==> config.mk <==
export PLATFORM = sky130hd
export DESIGN_NAME = pu_program_loader_flat
export DESIGN_NICKNAME = d
export VERILOG_FILES = /design/src/rtl/pu_program_loader_if.sv /design/src/rtl/pu_program_loader.sv /design/src/flat_wrapper.sv
export SDC_FILE = /design/constraint.sdc
export NUM_CORES = 1
export LEC_CHECK = 0
export CORE_MARGIN = 4
export CORE_UTILIZATION = 49
export CTS_BUF_LIST = sky130_fd_sc_hd__clkbuf_2 sky130_fd_sc_hd__clkbuf_4 sky130_fd_sc_hd__clkbuf_8
export CTS_CLUSTER_DIAMETER = 30
export DETAILED_ROUTE_END_ITERATION = 10
export PLACE_DENSITY = 0.75
export SLEW_MARGIN = 0
export SYNTH_ARGS = -nofsm -noshare
export SYNTH_HDL_FRONTEND = slang
export SYNTH_SLANG_ARGS = --single-unit
==> constraint.sdc <==
create_clock -name pu_clk -period 9.5 [get_ports pu_clk]
set_input_delay 1.9 -clock pu_clk [delete_from_list [all_inputs] [get_ports pu_clk]]
set_output_delay 1.9 -clock pu_clk [all_outputs]
set_load 0.03 [all_outputs]
==> src/rtl/pu_program_loader_if.sv <==
// Program-image word stream into pu_program_loader (valid/ready handshake).
interface pu_program_loader_if #(
  parameter int unsigned DATA_WIDTH = 32,
  parameter int unsigned ATTR_WIDTH = 4
);
  logic [DATA_WIDTH-1:0] pu_data_in;
  logic [ATTR_WIDTH-1:0] pu_attr_in;
  logic                  pu_valid_in;
  logic                  pu_ready_out;

  modport master (output pu_data_in, pu_attr_in, pu_valid_in, input pu_ready_out);
  modport slave  (input pu_data_in, pu_attr_in, pu_valid_in, output pu_ready_out);
endinterface

==> src/rtl/pu_program_loader.sv <==
// Unpacks a streamed program image into PU program memory and optionally jumps to it.
// Optional trailer checksum check enabled by defining PU_LOADER_CHECKSUM_EN.
module pu_program_loader #(
  parameter int unsigned DATA_WIDTH           = 32,
  parameter int unsigned ATTR_WIDTH           = 4,
  parameter int unsigned PROGRAM_SIZE         = 200,
  parameter int unsigned INSTRUCTION_SIZE     = 16,
  parameter int unsigned PROGRAM_COUNTER_SIZE = $clog2(PROGRAM_SIZE)
) (
  input  logic                            pu_clk,
  input  logic                            pu_rst,
  pu_program_loader_if.slave              stream,
  output logic                            mem_we,
  output logic [PROGRAM_COUNTER_SIZE-1:0] mem_addr,
  output logic [INSTRUCTION_SIZE-1:0]     mem_wdata,
  output logic                            pu_jump,
  output logic [DATA_WIDTH-1:0]           pu_jump_addr,
  output logic                            busy,
  output logic                            error
);

  localparam int unsigned FIELD_W = 16;
  localparam int unsigned END_W   = FIELD_W + 1;

  typedef enum logic [2:0] {
    ST_IDLE,
    ST_LOAD,
    ST_WRITE_HI,
`ifdef PU_LOADER_CHECKSUM_EN
    ST_CHECK,
`endif
    ST_DONE
  } state_e;

`ifdef PU_LOADER_CHECKSUM_EN
  localparam state_e LAST_ST = ST_CHECK;
`else
  localparam state_e LAST_ST = ST_DONE;
`endif

  state_e                          state_q, state_d;
  logic [FIELD_W-1:0]              base_q, base_d;
  logic [FIELD_W-1:0]              remaining_q, remaining_d;
  logic [FIELD_W-1:0]              wr_ptr_q, wr_ptr_d;
  logic                            autostart_q, autostart_d;
  logic [INSTRUCTION_SIZE-1:0]     hi_q, hi_d;
  logic                            ready_q, ready_d;
  logic                            mem_we_q, mem_we_d;
  logic [PROGRAM_COUNTER_SIZE-1:0] mem_addr_q, mem_addr_d;
  logic [INSTRUCTION_SIZE-1:0]     mem_wdata_q, mem_wdata_d;
  logic                            jump_q, jump_d;
  logic [DATA_WIDTH-1:0]           jump_addr_q, jump_addr_d;
  logic                            busy_q, busy_d;
  logic                            error_q, error_d;
`ifdef PU_LOADER_CHECKSUM_EN
  logic [INSTRUCTION_SIZE-1:0]     cs_q, cs_d;
  logic                            cs_bad_q, cs_bad_d;
`endif

  logic                        accept_c, is_hdr_c, hdr_fits_c;
  logic [FIELD_W-1:0]          hdr_base_c, hdr_len_c;
  logic [END_W-1:0]            hdr_end_c;
  logic [INSTRUCTION_SIZE-1:0] lo_c, hi_c;
  logic                        attr_unused_c;

  assign accept_c      = stream.pu_valid_in && ready_q;
  assign is_hdr_c      = stream.pu_attr_in[0];
  assign hdr_base_c    = stream.pu_data_in[FIELD_W-1:0];
  assign hdr_len_c     = stream.pu_data_in[2*FIELD_W-1:FIELD_W];
  assign hdr_end_c     = END_W'(hdr_base_c) + END_W'(hdr_len_c);
  assign hdr_fits_c    = (hdr_end_c <= END_W'(PROGRAM_SIZE));
  assign lo_c          = stream.pu_data_in[INSTRUCTION_SIZE-1:0];
  assign hi_c          = stream.pu_data_in[DATA_WIDTH-1:INSTRUCTION_SIZE];
  assign attr_unused_c = ^stream.pu_attr_in[ATTR_WIDTH-1:2];

  // Next-state and registered-output logic.
  always_comb begin
    state_d     = state_q;
    base_d      = base_q;
    remaining_d = remaining_q;
    wr_ptr_d    = wr_ptr_q;
    autostart_d = autostart_q;
    hi_d        = hi_q;
    error_d     = error_q;
    mem_we_d    = 1'b0;
    mem_addr_d  = mem_addr_q;
    mem_wdata_d = mem_wdata_q;
    jump_d      = 1'b0;
    jump_addr_d = '0;
`ifdef PU_LOADER_CHECKSUM_EN
    cs_d        = cs_q;
    cs_bad_d    = cs_bad_q;
`endif

    case (state_q)
      ST_WRITE_HI: begin
        mem_we_d    = 1'b1;
        mem_addr_d  = PROGRAM_COUNTER_SIZE'(wr_ptr_q);
        mem_wdata_d = hi_q;
        wr_ptr_d    = wr_ptr_q + FIELD_W'(1);
        remaining_d = remaining_q - FIELD_W'(1);
`ifdef PU_LOADER_CHECKSUM_EN
        cs_d        = cs_q ^ hi_q;
`endif
        state_d     = (remaining_q == FIELD_W'(1)) ? LAST_ST : ST_LOAD;
      end

      ST_DONE: begin
`ifdef PU_LOADER_CHECKSUM_EN
        jump_d = autostart_q && !cs_bad_q;
`else
        jump_d = autostart_q;
`endif
        jump_addr_d = jump_d ? DATA_WIDTH'(base_q) : '0;
        state_d     = ST_IDLE;
      end

      default: begin
        // A header seen mid-load aborts that load, then starts over as from IDLE.
        if (accept_c && is_hdr_c) begin
          if (state_q != ST_IDLE) error_d = 1'b1;
          if (hdr_fits_c) begin
            base_d      = hdr_base_c;
            wr_ptr_d    = hdr_base_c;
            remaining_d = hdr_len_c;
            autostart_d = stream.pu_attr_in[1];
`ifdef PU_LOADER_CHECKSUM_EN
            cs_d        = '0;
            cs_bad_d    = 1'b0;
`endif
            state_d     = (hdr_len_c == '0) ? LAST_ST : ST_LOAD;
          end else begin
            error_d = 1'b1;
            state_d = ST_IDLE;
          end
        end else if (accept_c && (state_q == ST_LOAD)) begin
          mem_we_d    = 1'b1;
          mem_addr_d  = PROGRAM_COUNTER_SIZE'(wr_ptr_q);
          mem_wdata_d = lo_c;
          wr_ptr_d    = wr_ptr_q + FIELD_W'(1);
          remaining_d = remaining_q - FIELD_W'(1);
`ifdef PU_LOADER_CHECKSUM_EN
          cs_d        = cs_q ^ lo_c;
`endif
          if (remaining_q == FIELD_W'(1)) begin
            state_d = LAST_ST;
          end else begin
            hi_d    = hi_c;
            state_d = ST_WRITE_HI;
          end
        end
`ifdef PU_LOADER_CHECKSUM_EN
        else if (accept_c && (state_q == ST_CHECK)) begin
          if (lo_c != cs_q) begin
            cs_bad_d = 1'b1;
            error_d  = 1'b1;
          end
          state_d = ST_DONE;
        end
`endif
      end
    endcase

`ifdef PU_LOADER_CHECKSUM_EN
    ready_d = (state_d == ST_IDLE) || (state_d == ST_LOAD) || (state_d == ST_CHECK);
`else
    ready_d = (state_d == ST_IDLE) || (state_d == ST_LOAD);
`endif
    busy_d  = (state_d != ST_IDLE);
  end

  always_ff @(posedge pu_clk) begin
    if (pu_rst) begin
      state_q     <= ST_IDLE;
      base_q      <= '0;
      remaining_q <= '0;
      wr_ptr_q    <= '0;
      autostart_q <= 1'b0;
      hi_q        <= '0;
      ready_q     <= 1'b1;
      mem_we_q    <= 1'b0;
      mem_addr_q  <= '0;
      mem_wdata_q <= '0;
      jump_q      <= 1'b0;
      jump_addr_q <= '0;
      busy_q      <= 1'b0;
      error_q     <= 1'b0;
`ifdef PU_LOADER_CHECKSUM_EN
      cs_q        <= '0;
      cs_bad_q    <= 1'b0;
`endif
    end else begin
      state_q     <= state_d;
      base_q      <= base_d;
      remaining_q <= remaining_d;
      wr_ptr_q    <= wr_ptr_d;
      autostart_q <= autostart_d;
      hi_q        <= hi_d;
      ready_q     <= ready_d;
      mem_we_q    <= mem_we_d;
      mem_addr_q  <= mem_addr_d;
      mem_wdata_q <= mem_wdata_d;
      jump_q      <= jump_d;
      jump_addr_q <= jump_addr_d;
      busy_q      <= busy_d;
      error_q     <= error_d;
`ifdef PU_LOADER_CHECKSUM_EN
      cs_q        <= cs_d;
      cs_bad_q    <= cs_bad_d;
`endif
    end
  end

  assign stream.pu_ready_out = ready_q;
  assign mem_we              = mem_we_q;
  assign mem_addr            = mem_addr_q;
  assign mem_wdata           = mem_wdata_q;
  assign pu_jump             = jump_q;
  assign pu_jump_addr        = jump_addr_q;
  assign busy                = busy_q;
  assign error               = error_q;

endmodule

==> src/flat_wrapper.sv <==
// flat-port wrapper written by rule: the top's interface ports become plain ports
module pu_program_loader_flat 
#(
  parameter int unsigned DATA_WIDTH           = 32,
  parameter int unsigned ATTR_WIDTH           = 4,
  parameter int unsigned PROGRAM_SIZE         = 200,
  parameter int unsigned INSTRUCTION_SIZE     = 16,
  parameter int unsigned PROGRAM_COUNTER_SIZE = $clog2(PROGRAM_SIZE)
)
  (pu_clk, pu_rst, mem_we, mem_addr, mem_wdata, pu_jump, pu_jump_addr, busy, error, stream_pu_data_in, stream_pu_attr_in, stream_pu_valid_in, stream_pu_ready_out);
  pu_program_loader_if #(.DATA_WIDTH(DATA_WIDTH), .ATTR_WIDTH(ATTR_WIDTH)) stream_i ();
  input  logic pu_clk;
  input  logic pu_rst;
  output logic mem_we;
  output logic [PROGRAM_COUNTER_SIZE-1:0] mem_addr;
  output logic [INSTRUCTION_SIZE-1:0] mem_wdata;
  output logic pu_jump;
  output logic [DATA_WIDTH-1:0] pu_jump_addr;
  output logic busy;
  output logic error;
  input wire logic [$bits(stream_i.pu_data_in)-1:0] stream_pu_data_in;
  input wire logic [$bits(stream_i.pu_attr_in)-1:0] stream_pu_attr_in;
  input wire logic [$bits(stream_i.pu_valid_in)-1:0] stream_pu_valid_in;
  output wire logic [$bits(stream_i.pu_ready_out)-1:0] stream_pu_ready_out;
  assign stream_i.pu_data_in = stream_pu_data_in;
  assign stream_i.pu_attr_in = stream_pu_attr_in;
  assign stream_i.pu_valid_in = stream_pu_valid_in;
  assign stream_pu_ready_out = stream_i.pu_ready_out;
  pu_program_loader #(.DATA_WIDTH(DATA_WIDTH), .ATTR_WIDTH(ATTR_WIDTH), .PROGRAM_SIZE(PROGRAM_SIZE), .INSTRUCTION_SIZE(INSTRUCTION_SIZE), .PROGRAM_COUNTER_SIZE(PROGRAM_COUNTER_SIZE)) u_core (.pu_clk(pu_clk), .pu_rst(pu_rst), .stream(stream_i), .mem_we(mem_we), .mem_addr(mem_addr), .mem_wdata(mem_wdata), .pu_jump(pu_jump), .pu_jump_addr(pu_jump_addr), .busy(busy), .error(error));
endmodule
---- Yosys cells after proc, flatten, opt, wreduce, memory -nomap -nowiden ----
Index checks and enable logic that the tools add are counted.
operators by class
  order comparisons ....................... 1
  bitwise operators ....................... 5
  reduce and logical (&&, ||, !) cells .... 18
  multiplexer cells ....................... 26
  equality and inequality tests ........... 8
  add/sub/neg operators ................... 3
operator list
  cell                   count
  $mux 16                8
  $pmux 16 s2            3
  $add 16x16->17         1
  $le 17x8->1 const B    1
  $add 16x1->16 const B  1
  $eq 16x1->1 const B    1
  $logic_not 16->1       1
  $mux 8                 2
  $pmux 8 s2             1
  $sub 16x1->16 const B  1
  $reduce_and 3->1       4
  $mux 3                 3
  $reduce_bool 3->1      3
  $eq 3x1->1 const B     2
  $eq 3x2->1 const B     2
  $pmux 3 s2             1
  $mux 1                 5
  $not 1->1              5
  $mux 2                 2
  $ne 2x2->1 const B     2
  $reduce_and 4->1       1
  $reduce_or 2->1        2
  $logic_and 1x1->1      3
  $logic_not 3->1        1
  other kinds (5)        5
storage, ports and cells
  register bits after elaboration ......... 129
  logic and storage cells ................. 76
  output and inout bits ................... 61

---- Logic depth before layout (Yosys ltp) ----
Gate-level depths: netlist of the first run.
  word-level depth ........................ 7
  gate-level depth with buffers ........... 12
  mapped depth without buffers ............ 10

---- Least setup slack after synthesis of the first run ----
OpenSTA, ideal clock, no wires.
  path kind ............................... input port to flip-flop
  start ................................... input port stream_pu_data_in[0]
  end ..................................... register u_core.remaining_q[11]
  buffers on the path ..................... 1
  path slack .............................. 4.821 ns
  arrival ................................. 4.545 ns
  stages .................................. 11
  required time ........................... 9.366 ns
  path through ............................ ha_1 -> fa_1 -> a211o_1 -> a21o_1 -> a21oi_1 -> mux2_2 -> a31oi_1 -> nand4_4 -> o31ai_4 -> buf_6 -> o22ai_1
on the way
  word-level cells in the longest chain between the ends .. 4
ends and longest elaborated chain
  element                     line                      source
  start, declared             flat_wrapper.sv:21        input wire logic [$bits(stream_i.pu_data_in)-1:0] stream_pu_data_in;
  $add 16x16->17              pu_program_loader.sv:70   assign hdr_end_c = END_W'(hdr_base_c) + END_W'(hdr_len_c);
  $le 17x8->1                 pu_program_loader.sv:71   assign hdr_fits_c = (hdr_end_c <= END_W'(PROGRAM_SIZE));
  $ne 3x2->1 (no line)        -
  $reduce_and 3->1 (no line)  -
  end signal, assigned        pu_program_loader.sv:195  remaining_q <= remaining_d;
  end, declared               pu_program_loader.sv:43   logic [FIELD_W-1:0] remaining_q, remaining_d;
Every way passes these cells.
A chain may end at the register's enable or synchronous reset.

---- Final worst setup path of the first run ----
  start ................................... input port stream_pu_data_in[0]
  end ..................................... register u_core.remaining_q[9]
Same word-level chain as after synthesis.

==> qor.yml, run 1 <==
sta:
  timing.fmax_ghz: 0.171
  clock_skew_ns: 0.00878
  period_minus_slack_ns: 5.85
  hold_viol: 0
  tightest_slew_ns: 1.18
  setup_viol: 0
  fin_crit_sh: 0.616
  relSlewSlack: 0.211
  rsz0062_at_grt: "false"
  finalMaxSlewViolations: 0
  setup_tns_ns: 0
layout:
  antenna_cells: 0
  layout.nets: 795
  fillers: 1022
  layoutNonFillerInstCount: 881
  multi_input_area_um2: 3150
  area_growth_pct: 17.4
  layout-drive-gt1-share: 0.0553
  register_area_um2: 2100
run:
  cap_violations: 0
die:
  placementRows: 38
  start_util: 0.507
  core-area_um2: 10900
  die_area_um2: 13100
  dieWidth_um: 114
  die_h_um: 114
  io_pins: 100
grt:
  overflow: 0
  globalRouteTotalUtil: 0.235
  antenna_found_initial: 0
  grt_pass1_wl_mm: 24.9
  grt_pass1_vias: 4929
  grt_max_degree: 74
yosys:
  postSynth.asyncResetShare: 0
  synth_area_um2: 5550
  ys_seq_elements: 105
  ys.flop_type: "dfxtp_1"
  netlist-cell-type-count: 68
  synth-edff-count: 0
  syn_inst: 684
  ys_seq_area_frac: 0.379
  syn_avg_cell_area_um2: 8.11
  yosysWarnings: 0
setup_path:
  crit_fanout: 26
  start_kind: "primary input"
  cp.required_ns: 9.71
  reg2reg_slack_ns: 6.32
  end_kind: "flip-flop"
  critPathArrivalTime_ns: 6.06
  worstSetupPathType: "primary input to flip-flop"
drt:
  drtIter0Drc: 389
  wirelength_mm: 15.6
  ant_nets: 0
  wl_per_cell_um: 17.7
  first_pass_iters: 5
  viasPerCell: 6.02
  drc: 0
  vias: 5301
power_and_ir_drop:
  pwr-share-comb: 0.260
  switching_power_uw: 353
  p_leak_nw: 2.47
  seqPwrFrac: 0.470
  p_clk_frac: 0.270
  swShare: 0.348
  power.internal_uw: 662
  power_density_nw_per_um2: 156
  peakVddDrop_uv: 76.6
clock_tree:
  holdBufCountCts: 0
  cts_buffer_depth: 2
  cts_tree: "built"
  clk-insertion-delay-late_ns: 0.37
  postCtsSetupBuffers: 0
  root_buffer: "clkbuf_8"
  numCtsBuffers: 9
  clkSlewWorstSetupHoldPaths_ns: 0.11
  cts.sinks: 105
  h-tree-depth: 3
  cts_resized: 0
placement:
  dpl.cell_count: 865
  gp_congestion: 0.906
  dp.final_hpwl_mm: 11.3
  io_buffer_count: 81
status:
  status: "finished, final reports clean"
min_path:
  hp-class: "flip-flop to flip-flop"
[registers in the layout, indices dropped and copies added, names as in the netlist]
register                    count
u_core.mem_wdata               16
u_core.wr_ptr_q                 8
u_core.remaining_q             16
u_core.hi_q                    16
u_core.mem_addr                 8
u_core.error                    1
u_core.autostart_q              1
u_core.pu_jump                  1
u_core.state_q                  3
u_core.stream.pu_ready_out      1
u_core.mem_we                   1
u_core.pu_jump_addr            16
u_core.base_q                  16
u_core.busy                     1
[area by class of cell]
class,count,area share
Inverter,14,0.00807
Tap cell,140,0.0269
Multi-Input combinational cell,520,0.483
Sequential cell,105,0.323
Clock inverter,7,0.0106
Clock buffer,9,0.0190
Timing Repair Buffer,86,0.129
[cells in the final DEF (no fill, tap or decap), types with 11 or more instances in the layout]
cell,synthesis,layout
dfxtp_1,105,105
nand2_1,104,104
clkdlybuf4s50_1,0,80
nor2_1,55,53
a21oi_1,49,49
o21ai_0,39,39
nand3_1,35,35
and2_1,19,19
ha_1,19,19
mux2i_1,18,18
conb_1,1,16
a311oi_1,15,15
inv_1,14,14
nor3_1,13,12
o22ai_1,12,12
o31ai_1,11,11
[cell usage after synthesis (all sizes together) (15+ instances only)]
| cell type | count | area [um^2] |
|---|---|---|
| buf | 27 | 185 |
| a21oi | 50 | 254 |
| o21ai | 41 | 205 |
| clkbuf | 33 | 125 |
| ha | 19 | 238 |
| nand3 | 35 | 175 |
| mux2i | 18 | 180 |
| nor2 | 55 | 206 |
| a311oi | 15 | 131 |
| dfxtp | 105 | 2100 |
| nand2 | 104 | 390 |
| and2 | 19 | 119 |
[critical path: stages]
cell	delay [ns]
clkdlybuf4s50_1	0.54
ha_1	0.30
fa_1	0.41
a211o_1	0.28
a21o_1	0.22
a21oi_1	0.21
mux2_2	0.37
a31oi_1	0.31
nand4_4	0.42
o31ai_4	0.87
o22ai_1	0.21
[power by group through the flow]
stage	Sequential (mW)	Clock (mW)	Combinational [mW]
after detailed placement	0.487	0	0.260
after floorplan	0.498	0	0.172
after global placement	0.486	0	0.255
after CTS	0.477	0.276	0.261
final	0.477	0.274	0.264
after global routing	0.480	0.297	0.287
[stage by stage]
stage                util  worst slack, ns  total power, mW  hold slack, ns  cell area, um^2
floorplan               -             4.82            0.671           0.423             5600
global placement    0.578             3.42            0.740           0.431             6320
detailed placement  0.578             3.37            0.746           0.435             6320
CTS                 0.595             3.75             1.01           0.457             6510
global route        0.596             3.44             1.06           0.479             6510
finish              0.596             3.65             1.02           0.446             6510
[cells by family (layout without fill, tap and decap cells)]
kind of cell	Yosys count	after routing	synth area share
AOI/OAI and AO/OA	192	192	0.232
xor gates and xnor gates	7	7	0.0111
adders and majority gates	20	20	0.0465
buffers and inverters	74	116	0.0654
DFF	105	105	0.379
muxes	21	21	0.0386
other	1	16	0.000676
and+or+nand+nor	264	264	0.227
[worst paths after layout]
check,endpoint,from,depth (start not counted)
worst max-delay path,u_core.remaining_q[9],stream_pu_data_in[0],11
worst min-delay path,u_core.pu_jump_addr[5],u_core.base_q[5],1
worst max register to register,u_core.wr_ptr_q[1],u_core.state_q[2],6
worst min register to register,u_core.pu_jump_addr[5],u_core.base_q[5],1
[metal layers]
metal	vias up	part of all wire	global-route usage
met5	-	0	0
met4	0	0.026	0.0792
met3	31	0.068	0.0359
met2	220	0.45	0.371
met1	2498	0.46	0.329
li1	2552	-	-
(Power assumes the default switching activity.)
==> inputs of run 2 (changes only) <==
--- a/config.mk
+++ b/config.mk
@@ -10,7 +10,7 @@
 export CTS_BUF_LIST = sky130_fd_sc_hd__clkbuf_2 sky130_fd_sc_hd__clkbuf_4 sky130_fd_sc_hd__clkbuf_8
 export CTS_CLUSTER_DIAMETER = 30
 export DETAILED_ROUTE_END_ITERATION = 10
-export PLACE_DENSITY = 0.75
+export PLACE_DENSITY = 0.78
 export SLEW_MARGIN = 0
 export SYNTH_ARGS = -nofsm -noshare
 export SYNTH_HDL_FRONTEND = slang
==> constraint.sdc (replaced) <==
create_clock -name pu_clk -period 5.1 [get_ports pu_clk]
set_input_delay 1.02 -clock pu_clk [delete_from_list [all_inputs] [get_ports pu_clk]]
set_output_delay 1.02 -clock pu_clk [all_outputs]
set_load 0.03 [all_outputs]
==> run 2 against run 1 <==
  * Largest cell class unchanged
  * Final area is 1.5% higher
  * Final cell count is 1.4% higher
  * Count of clock-buffer cells in the layout stayed put
  * Core utilization up 0.89 points
  * Sequential cell count unchanged
  * Via count increased by 1.2%
  * Largest power group unchanged
  * Worst setup slack got worse by 2.9 ns
  * Non-clock buffer count is 12 higher
  * Sequential power increased by 86%
==> qor.yml, run 2 (synthesis results as in run 1) <==
layout:
  area_growth_pct: 19.2
  layout.nets: 807  # +1.5%
  layout-drive-gt1-share: 0.0691  # +0.0137
  layout_common_cells: "dfxtp_1 (105), nand2_1 (104), clkdlybuf4s50_1 (80)"
  fillers: 999  # -2.3%
  register_area_um2: 2100  # unchanged
  final_area_um2: 6610  # +1.5%
  multi_input_area_um2: 3140  # -0.16%
  layoutNonFillerInstCount: 893  # +1.4%
  final_common_cell: "dfxtp_1"
  antenna_cells: 0  # unchanged
clock_tree:
  cts_tree: "built"
  cts.sinks: 105  # unchanged
  holdBufCountCts: 0  # unchanged
  numCtsBuffers: 9  # unchanged
  cts_resized: 0  # unchanged
  clkSlewWorstSetupHoldPaths_ns: 0.11  # about the same
  root_buffer: "clkbuf_8"
  postCtsSetupBuffers: 0  # unchanged
  clk-insertion-delay-late_ns: 0.37  # about the same
  cts_buffer_depth: 2  # unchanged
  h-tree-depth: 3  # unchanged
placement:
  gp_congestion: 0.904  # -0.25%
  io_buffer_count: 81  # unchanged
  postPlaceCellArea_um2: 6410  # +1.4%
  dp.final_hpwl_mm: 11.6  # +3.0%
  dpl.cell_count: 877  # +1.4%
drt:
  vias: 5362  # +1.2%
  viasPerCell: 6.00  # -0.21%
  drtIter0Drc: 507  # +30%
  wirelength_mm: 15.6  # +0.49%
  drc: 0  # unchanged
  wl_per_cell_um: 17.5  # -0.86%
  first_pass_iters: 6  # +1
  ant_nets: 0  # unchanged
setup_path:
  r2r_end: "u_core.hi_q[2]"
  reg2reg_slack_ns: 2.21  # -4.11 ns
  r2r_start: "u_core.remaining_q[7]"
  worstSetupPathType: "primary input to flip-flop"
  slowest_stage: "clkdlybuf4s50_1"
  crit_start: "stream_pu_data_in[16]"
  r2r_cells: 6  # unchanged
  end_kind: "flip-flop"
  crit_chain: "clkdlybuf4s50_1 -> ha_1 -> fa_1 -> a211o_1 -> a21o_1 -> a41o_1 -> mux2_2 -> a21oi_1 -> nor3_1 -> a21oi_2 -> buf_4 -> o221a_2"
  cp.required_ns: 5.42  # -4.29 ns
  crit_fanout: 9  # -65%
  critPathArrivalTime_ns: 4.66  # -1.40 ns
  start_kind: "primary input"
  critical-path-max-stage-delay_ns: 0.53  # -0.34 ns
min_path:
  hp-start: "u_core.base_q[7]"
  hp-class: "flip-flop to flip-flop"
  hold-path-endpoint: "u_core.pu_jump_addr[7]"
  whs_path_depth: 1  # unchanged
die:
  io_pins: 100  # unchanged
  dieWidth_um: 114  # unchanged
  placementRows: 38  # unchanged
  core-area_um2: 10900  # unchanged
  start_util: 0.507  # unchanged
  die_area_um2: 13100  # unchanged
  die_h_um: 114  # unchanged
run:
  cap_violations: 0  # unchanged
sta:
  hold_viol: 0  # unchanged
  setup_tns_ns: 0  # unchanged
  relSlewSlack: 0.209  # -0.00172
  tightest_slew_ns: 1.18  # +0.00257 ns
  rsz0062_at_grt: "false"
  timing.fmax_ghz: 0.231
  setup_viol: 0  # unchanged
  finalMaxSlewViolations: 0  # unchanged
  clock_skew_ns: 0.00923  # +0.000457 ns
  period_minus_slack_ns: 4.34
  fin_crit_sh: 0.850
status:
  status: "finished, final reports clean"
grt:
  grt_pass1_wl_mm: 25.0  # +0.47%
  grt_max_degree: 74  # unchanged
  grt_pass1_vias: 4919  # -0.20%
  globalRouteTotalUtil: 0.235  # -0.000306
  antenna_found_initial: 0  # unchanged
  overflow: 0  # unchanged
power_and_ir_drop:
  p_leak_nw: 2.53  # +2.4%
  p_total_mw: 1.91  # +88%
  power_density_nw_per_um2: 289  # +86%
  peakVddDrop_uv: 170  # +120%
==> run 2: cell count changes in the layout (fill, tap and decap cells not counted), sizes merged <==
cell    change
clkinv      +1
inv         -1
buf        +12
==> run 2: critical path, delay by kind of cell <==
kind	cells	cell delay, ns
compound gates	6	1.71
fa+ha+maj	2	0.69
mux	1	0.30
buf+inv	2	0.75
simple gates	1	0.17
==> run 2: report_power, final <==
group	switching [mW]	internal, mW
clock network	0.323	0.197
logic	0.316	0.190
registers	0.0327	0.856
total	0.671	1.24
==> run 2: stage by stage <==
| stage | hold WS [ns] | worst slack (ns) | utilization |
|---|---|---|---|
| after global placement | 0.433 | 0.502 | 0.586 |
| after detailed placement | 0.432 | 0.484 | 0.586 |
| after global routing | 0.486 | 0.633 | 0.605 |
| after CTS | 0.459 | 0.878 | 0.605 |
| final | 0.453 | 0.764 | 0.605 |
| after floorplan | 0.423 | 1.30 | - |
==> run 2: cell type report <==
type | instances | share of cell area
timing repair buffer | 98 | 0.141
multi-input combinational | 520 | 0.475
tap | 140 | 0.0265
clock inverter | 7 | 0.0123
inverter | 14 | 0.00795
sequential | 105 | 0.318
clock buffer | 9 | 0.0187
==> run 2: worst max path at each step <==
stage	to	slack, ns	cells past startpoint
after global routing	u_core.stream.pu_ready_out	0.63	11
after global placement	u_core.remaining_q[13]	0.50	12
after detailed placement	u_core.remaining_q[13]	0.48	12
after CTS	u_core.remaining_q[13]	0.88	12
final	u_core.remaining_q[13]	0.76	12
after floorplan	u_core.remaining_q[11]	1.30	11
==> run 2: layer usage <==
metal / track usage / routed length [um]
met5: 0 / 0
met4: 0.0950 / 421
met3: 0.0312 / 1120
met2: 0.373 / 7280
met1: 0.322 / 6830
==> inputs of run 3 (changes only) <==
--- a/config.mk
+++ b/config.mk
@@ -10,8 +10,10 @@
 export CTS_BUF_LIST = sky130_fd_sc_hd__clkbuf_2 sky130_fd_sc_hd__clkbuf_4 sky130_fd_sc_hd__clkbuf_8
 export CTS_CLUSTER_DIAMETER = 30
 export DETAILED_ROUTE_END_ITERATION = 10
+export GPL_ROUTABILITY_DRIVEN = 0
 export PLACE_DENSITY = 0.78
 export SLEW_MARGIN = 0
 export SYNTH_ARGS = -nofsm -noshare
 export SYNTH_HDL_FRONTEND = slang
 export SYNTH_SLANG_ARGS = --single-unit
+export TNS_END_PERCENT = 10
==> run 3 against run 2 <==
  * Global-route usage hardly changed
  * Final area is 0.55% higher
  * Wire length is 0.98% lower
  * Non-clock buffer count is 4 higher
  * Core utilization is 0.33 points higher
  * Sequential share of layout area is 0.17 points lower
  * Die area stayed put
  * Clock power hardly changed
  * Clock skew is 0.0040 ns higher
  * Sequential cell count stayed put
  * Largest power group unchanged
==> qor.yml, run 3 (synthesis results as in run 1) <==
setup_path:
  endpoint: "u_core.error"
  cp.required_ns: 5.36  # -0.06 ns
  reg2reg_slack_ns: 2.25  # +0.04 ns
  r2r_start: "u_core.remaining_q[7]"
  worstSetupPathType: "primary input to flip-flop"
  start_kind: "primary input"
  crit_start: "stream_pu_data_in[17]"
  cp_common_cell: "o21ai_0"
  r2r_cells: 6  # unchanged
  slowest_stage: "clkdlybuf4s50_1"
  critical-path-max-stage-delay_ns: 0.65  # +0.12 ns
  crit_fanout: 19  # +10
  crit_chain: "clkdlybuf4s50_1 -> ha_1 -> a211oi_1 -> o21ai_0 -> a221oi_1 -> o21ai_0 -> xnor2_1 -> nand4_4 -> buf_4 -> o41ai_1 -> a21oi_1"
  critPathArrivalTime_ns: 4.70  # +0.04 ns
  end_kind: "flip-flop"
  r2r_end: "u_core.hi_q[7]"
  critical_path.top_delay_family: "compound AO/OA/AOI/OAI gates"
  crit_buf_inv: 2  # unchanged
  path_depth: 11  # -1
clock_tree:
  postCtsSetupBuffers: 0  # unchanged
  holdBufCountCts: 0  # unchanged
  clk-insertion-delay-late_ns: 0.39  # +0.02 ns
  root_buffer: "clkbuf_8"
  cts_resized: 0  # unchanged
  clkSlewWorstSetupHoldPaths_ns: 0.11  # about the same
  numCtsBuffers: 9  # unchanged
  cts_buffer_depth: 2  # unchanged
  cts.sinks: 105  # unchanged
  cts_tree: "built"
  h-tree-depth: 3  # unchanged
die:
  dieWidth_um: 114  # unchanged
  io_pins: 100  # unchanged
  start_util: 0.507  # unchanged
  core-area_um2: 10900  # unchanged
  placementRows: 38  # unchanged
  die_area_um2: 13100  # unchanged
  die_h_um: 114  # unchanged
power_and_ir_drop:
  power_density_nw_per_um2: 287  # -0.73%
  switching_power_uw: 668  # -0.41%
  power.internal_mw: 1.24  # about the same
  p_clk_frac: 0.272  # about the same
  p_leak_nw: 2.54  # +0.55%
  peakVddDrop_uv: 126  # -26%
  p_total_mw: 1.91  # -0.18%
  pwr-share-comb: 0.263  # about the same
  swShare: 0.350  # -0.000784
  seqPwrFrac: 0.465  # about the same
layout:
  layout.nets: 811  # +0.50%
  layout_common_cells: "dfxtp_1 (105), nand2_1 (104), clkdlybuf4s50_1 (80)"
  final_core_util: 0.608  # +0.00332
  final_common_cell: "dfxtp_1"
  antenna_cells: 0  # unchanged
  area_growth_pct: 19.9
  layout-drive-gt1-share: 0.0753  # +0.00624
sta:
  fin_crit_sh: 0.871  # +0.0204
  setup_tns_ns: 0  # unchanged
  finalMaxSlewViolations: 0  # unchanged
  setup_viol: 0  # unchanged
  rsz0062_at_grt: "false"
  tightest_slew_ns: 1.20  # +0.0191 ns
  hold_viol: 0  # unchanged
  period_minus_slack_ns: 4.44  # +0.104 ns
  relSlewSlack: 0.196  # -0.0128
  clock_skew_ns: 0.0132  # +0.00400 ns
  timing.fmax_ghz: 0.225  # -2.3%
grt:
  antenna_found_initial: 0  # unchanged
  globalRouteTotalUtil: 0.235  # +0.000248
  overflow: 0  # unchanged
  grt_max_degree: 50  # -32%
  grt_pass1_vias: 4915  # -0.081%
  grt_pass1_wl_mm: 24.9  # -0.61%
placement:
  dp.final_hpwl_mm: 11.7  # +0.95%
  io_buffer_count: 81  # unchanged
drt:
  vias: 5402  # +0.75%
  wirelength_mm: 15.5  # -0.98%
  wl_per_cell_um: 17.3  # -1.4%
  ant_nets: 0  # unchanged
  drtIter0Drc: 527  # +3.9%
  drc: 0  # unchanged
  viasPerCell: 6.02  # +0.30%
  first_pass_iters: 5  # -1
run:
  cap_violations: 0  # unchanged
status:
  status: "finished, final reports clean"
min_path:
  hp-class: "flip-flop to flip-flop"
[run 3: how the worst min path moves through the flow]
stage,start,to,slack [ns],cells past startpoint
2_1_floorplan,u_core.base_q[0],u_core.pu_jump_addr[0],0.42,1
3_3_place_gp,u_core.base_q[2],u_core.pu_jump_addr[2],0.43,1
3_5_place_dp,u_core.base_q[9],u_core.pu_jump_addr[9],0.43,1
4_1_cts,u_core.base_q[9],u_core.pu_jump_addr[9],0.46,1
5_1_grt,u_core.base_q[5],u_core.pu_jump_addr[5],0.48,1
6_report,u_core.base_q[9],u_core.pu_jump_addr[9],0.46,1
[run 3: layout make-up]
type	count	area [um^2]
clock inverter	7	82.6
sequential	105	2100
timing repair buffer	102	963
inverter	14	52.6
fill	981	4290
multi-input combinational	520	3150
tap	140	175
clock buffer	9	124
[run 3: power groups by stage]
| stage | clock [mW] | sequential [mW] | combinational [mW] |
|---|---|---|---|
| 5_1_grt | 0.555 | 0.894 | 0.547 |
| 3_3_place_gp | 0 | 0.904 | 0.481 |
| 2_1_floorplan | 0 | 0.928 | 0.321 |
| 4_1_cts | 0.527 | 0.888 | 0.495 |
| 3_5_place_dp | 0 | 0.906 | 0.493 |
| 6_report | 0.520 | 0.888 | 0.502 |
[run 3: routing by layer]
metal | global-route usage | vias up | routed length, um
met2 | 0.388 | 247 | 7400
met4 | 0.0855 | 0 | 426
met1 | 0.314 | 2541 | 6480
met3 | 0.0317 | 33 | 1190
li1 | - | 2581 | -
met5 | 0 | - | 0
[run 3: through the flow]
stage	setup slack, ns	instance area [um^2]	hold slack [ns]	instances
6_report	0.660	6650	0.457	897
5_1_grt	0.527	6650	0.481	897
4_1_cts	0.740	6640	0.460	897
3_5_place_dp	0.343	6440	0.433	881
3_3_place_gp	0.405	6440	0.431	881
2_1_floorplan	1.30	5600	0.423	699
==> edit 1, RTL diff (config.mk and constraints of run 2) <==
Encoding of `state_e`: now one-hot (4 bits for 4 states).
--- a/src/rtl/pu_program_loader.sv
+++ b/src/rtl/pu_program_loader.sv
@@ -22,14 +22,14 @@
   localparam int unsigned FIELD_W = 16;
   localparam int unsigned END_W   = FIELD_W + 1;
 
-  typedef enum logic [2:0] {
-    ST_IDLE,
-    ST_LOAD,
-    ST_WRITE_HI,
+  typedef enum logic [3:0] {
+    ST_IDLE     = 4'b0001,
+    ST_LOAD     = 4'b0010,
+    ST_WRITE_HI = 4'b0100,
 `ifdef PU_LOADER_CHECKSUM_EN
     ST_CHECK,
 `endif
-    ST_DONE
+    ST_DONE     = 4'b1000
   } state_e;
 
 `ifdef PU_LOADER_CHECKSUM_EN
Behaviour: no difference found for any inputs over 4 cycles, from zero or initial values and one cycle with pu_rst high; so few cycles prove little.
==> edit 1 against run 2 <==
Sequential cell count grew 1; routed wire length shrank 10%; cell area shrank 0.57%; register-to-register slack lost 0.56 ns; synthesized cell count shrank 2.6%; area after synthesis grew 1.1%; die area grew 1.0%; worst setup slack gained 0.013 ns; critical path type unchanged.
Power is not compared: it rests on default switching activity, and its combinational part moved more than twofold at a synthesized area within 25%.
==> edit 1: results (changes against run 2) <==
Run status:
- The run finished with clean final reports.

Detailed routing:
- The routed wire length on met3 is 1130 um (+0.90%).
- The post-detailed-route via-to-cell ratio came to 5.83 (-3.0%).
- The detailed-routing iteration count for the pre-antenna-repair pass is 7 (+1).

Logic synthesis:
- The number of standard cells after synthesis is 666 (-2.6%).
- The number of distinct library cells after synthesis was 72 (+5.9%).
- The fraction of synthesized cell area in xor and xnor cells is 1.25% (+0.14 points).

Final layout:
- The final-stage net count was 782 (-3.1%).
- The fraction of area in clock buffers and inverters is 3.25% (+0.15 points).
- The number of multi-input logic gates is 510 (-1.9%).
- The data-path buffer share of cell area in the final layout was 13.1% (-0.99 points).
- The total non-filler cell area in the finished layout came to 0.00657 mm^2 (-0.57%).

Setup path:
- The length in cells of the worst reg-to-reg path was 9 (+3).
- The last element of the critical path is u_core.stream.pu_ready_out.
- The end of the worst register-to-register path is u_core.wr_ptr_q[3].
- The data arrival time of the critical path is 4.59 ns (-0.07 ns).
- The worst stage delay on the critical path is 0.55 ns (+0.02 ns).
- The critical path starts at stream_pu_data_in[7].

STA:
- The worst hold-check slack is 0.456 ns (+0.00332 ns).

Clocking:
- The clock transition at the registers of the reported paths was 0.09 ns (-0.02 ns).

Global routing:
- The met1 track utilization from global routing came to 28.5% (-3.8 points).
- The all-layer global routing usage is 21.4% (-2.0 points).
- The met2 capacity usage during global routing came to 35.8% (-1.5 points).

Floorplan:
- The area of the die is 0.0132 mm^2 (+1.0%).

Placement:
- The placed standard-cell area was 0.00636 mm^2 (-0.72%).
==> edit 1: cell count changes after synthesis, sizes merged, moves of 7 or more <==
cell,delta
nor2,+14
o41ai,-8
a21oi,+19
o22ai,-8
a21o,+8
o21ai,-18
nand2,-22
nand3,-23
a311oi,-14
or3,+10
mux2i,+16
nand4,+7
o31ai,-12
a211oi,+13
==> edit 1: worst min path at each step <==
stage | startpoint | endpoint | cells after the start
2_1_floorplan | u_core.base_q[0] | u_core.pu_jump_addr[0] | 1
3_3_place_gp | u_core.base_q[9] | u_core.pu_jump_addr[9] | 1
3_5_place_dp | u_core.base_q[6] | u_core.pu_jump_addr[6] | 1
4_1_cts | u_core.mem_addr[4] | u_core.mem_addr[4] | 2
5_1_grt | u_core.hi_q[4] | u_core.hi_q[4] | 2
6_report | u_core.mem_addr[4] | u_core.mem_addr[4] | 2
==> edit 2, RTL diff (settings of run 2) <==
Without the edit above. `PROGRAM_SIZE` is set to 200 in 2 places; all go to 100.
--- a/src/rtl/pu_program_loader.sv
+++ b/src/rtl/pu_program_loader.sv
@@ -3,7 +3,7 @@
 module pu_program_loader #(
   parameter int unsigned DATA_WIDTH           = 32,
   parameter int unsigned ATTR_WIDTH           = 4,
-  parameter int unsigned PROGRAM_SIZE         = 200,
+  parameter int unsigned PROGRAM_SIZE         = 100,
   parameter int unsigned INSTRUCTION_SIZE     = 16,
   parameter int unsigned PROGRAM_COUNTER_SIZE = $clog2(PROGRAM_SIZE)
 ) (
--- a/src/flat_wrapper.sv
+++ b/src/flat_wrapper.sv
@@ -3,7 +3,7 @@
 #(
   parameter int unsigned DATA_WIDTH           = 32,
   parameter int unsigned ATTR_WIDTH           = 4,
-  parameter int unsigned PROGRAM_SIZE         = 200,
+  parameter int unsigned PROGRAM_SIZE         = 100,
   parameter int unsigned INSTRUCTION_SIZE     = 16,
   parameter int unsigned PROGRAM_COUNTER_SIZE = $clog2(PROGRAM_SIZE)
 )
Interface: changed (resized mem_addr); port bits go from 100 to 99. The function was not compared with the original's and may differ.
==> edit 2 against run 2 <==
Cell count decreased by 3.0%; area after synthesis decreased by 0.59%; synthesized cell count decreased by 6.4%; cell area increased by 0.49%; critical path depth unchanged; sequential cell count decreased by 2; routed wire length decreased by 1.9%; worst setup slack got worse by 0.22 ns; clock power decreased by 7.5%; total power decreased by 5.2%; register-to-register slack improved by 0.21 ns; largest cell class unchanged.
==> edit 2: results (changes against run 2) <==
Placement:
- The routability congestion estimate from global placement came to 0.938 (+3.7%).
- The quantity of I/O buffers inserted on ports is 80 (-1.2%).
- The total half-perimeter wirelength after legalization and detailed placement came to 11600 um (about the same).

Clocking:
- The post-CTS setup buffer count came to 0 (unchanged).
- The root buffer cell is clkbuf_8.

Hold path:
- The worst hold path stage count is 2 (+1).
- For hold timing, the worst endpoint is u_core.mem_addr[3].
- The start point of the worst min-delay path is u_core.mem_addr[3].

Final layout:
- The multi-input combinational cell area is 0.00317 mm^2 (+0.96%).
- The register area was 0.00206 mm^2 (-1.9%).
- The non-clock buffer total of the final layout was 103 (+5.1%).
- The number of multi-input logic gates was 488 (-6.2%).
- The final-stage net count was 780 (-3.3%).
- The layout cell share with drive strength beyond 1 is 8.54% (+1.6 points).
- The total of fill cells in the finished design is 976 (-2.3%).
- The data-path buffer share of cell area in the final layout is 15.0% (+0.83 points).
- The fraction of area in clock buffers and inverters is 2.71% (-0.39 points).
- The final-layout clock buffer total is 11 (+2).

Run status:
- The run finished with clean final reports.

Setup path:
- The largest driver fanout on the critical path is 4 (-5).
- The data arrival time of the critical path came to 4.82 ns (+0.16 ns).
- The flop-to-flop setup slack came to 2.42 ns (+0.21 ns).
- The cell with the biggest individual delay on the critical path is or4_1.
- On the critical path the largest part of the delay comes from simple AND/OR/NAND/NOR gates.
- The startpoint identified for the worst register-to-register timing path is u_core.state_q[2].
- The end of the worst register-to-register path is u_core.remaining_q[8].
- The worst stage delay on the critical path is 0.65 ns (+0.12 ns).

Logic synthesis:
- Sorting the synthesized cells by how often they occur yields dfxtp_1 (103), nor2_1 (80), mux2i_1 (69), nand2_1 (58), a21oi_1 (31).
- The sequential fraction of the synthesis area is 37.4% (-0.50 points).
- Yosys attributes the largest share of cell area to dfxtp_1 (37%), mux2i_1 (13%), nor2_1 (5.4%).
- The proportion of synthesized area in mux cells is 12.5% (+8.7 points).
- The total of warnings raised by yosys was 0 (unchanged).
- The count of flip-flops with a built-in enable after synthesis was 0 (unchanged).
- The number of distinct library cells after synthesis is 70 (+2.9%).
- The fraction of synthesized cell area in xor and xnor cells is 0.953% (-0.15 points).
- The share of synthesized cell area in full adder, half adder and majority cells is 4.67% (+0.027 points).

Detailed routing:
- The detailed-routing iteration count for the pre-antenna-repair pass is 5 (-1).
- The final wirelength is 15300 um (-1.9%).
- The post-detailed-route via-to-cell ratio is 5.84 (-2.7%).

STA:
- The clock skew after layout is 0.0125 ns (+0.00330 ns).
- The relative slew slack came to 33.6% (+13 points).

Power:
- The largest voltage drop on the vdd net was 0.144 mV (-15%).

Global routing:
- The all-layer global routing usage came to 23.7% (+0.19 points).
- The wire length of the first global-routing pass was 24500 um (-2.0%).
==> edit 2: cell count changes after synthesis, sizes merged, moves of 14 or more <==
cell and change:
nor2 +26, a211oi +18, a311oi -14, mux2i +51, nand2 -46, a21oi -15
==> edit 2: routing by layer <==
metal,GRT usage [%],vias to the layer above,wire [um]
met5,0,-,0
met4,11.1,0,544
met3,3.07,44,934
met2,39.0,204,7270
met1,30.8,2389,6600
li1,-,2421,-
==> edit 2: where the power goes <==
group,switching [W],internal (W)
registers,0.0000272,0.000832
logic,0.000287,0.000187
clock network,0.000287,0.000194
total,0.000602,0.00121
==> edit 2: metrics by stage <==
stage,setup slack (ns),power (W),instance area (um^2),instances
finish,0.545,0.00181,6640,866
global route,0.371,0.00191,6640,866
CTS,0.619,0.00182,6640,866
detailed placement,0.225,0.00134,6460,850
global placement,0.233,0.00133,6460,850
floorplan,1.12,0.00120,5570,655
==> edit 2: cell families after synthesis <==
logic type | Yosys count
xor+xnor | 6
fa+ha+maj | 20
buf+inv | 64
mux | 69
simple gates | 232
other cells | 1
flops | 103
compound gates | 145
==> edit 2: worst max path at each step <==
stage,startpoint,end,slack (ns),cells past startpoint
after floorplan,stream_pu_data_in[0],u_core.remaining_q[9],1.12,12
after global placement,stream_pu_data_in[16],u_core.stream.pu_ready_out,0.23,12
after detailed placement,stream_pu_data_in[16],u_core.stream.pu_ready_out,0.22,12
after CTS,stream_pu_data_in[16],u_core.stream.pu_ready_out,0.62,12
after global routing,stream_pu_data_in[0],u_core.stream.pu_ready_out,0.37,12
final,stream_pu_data_in[16],u_core.stream.pu_ready_out,0.55,12
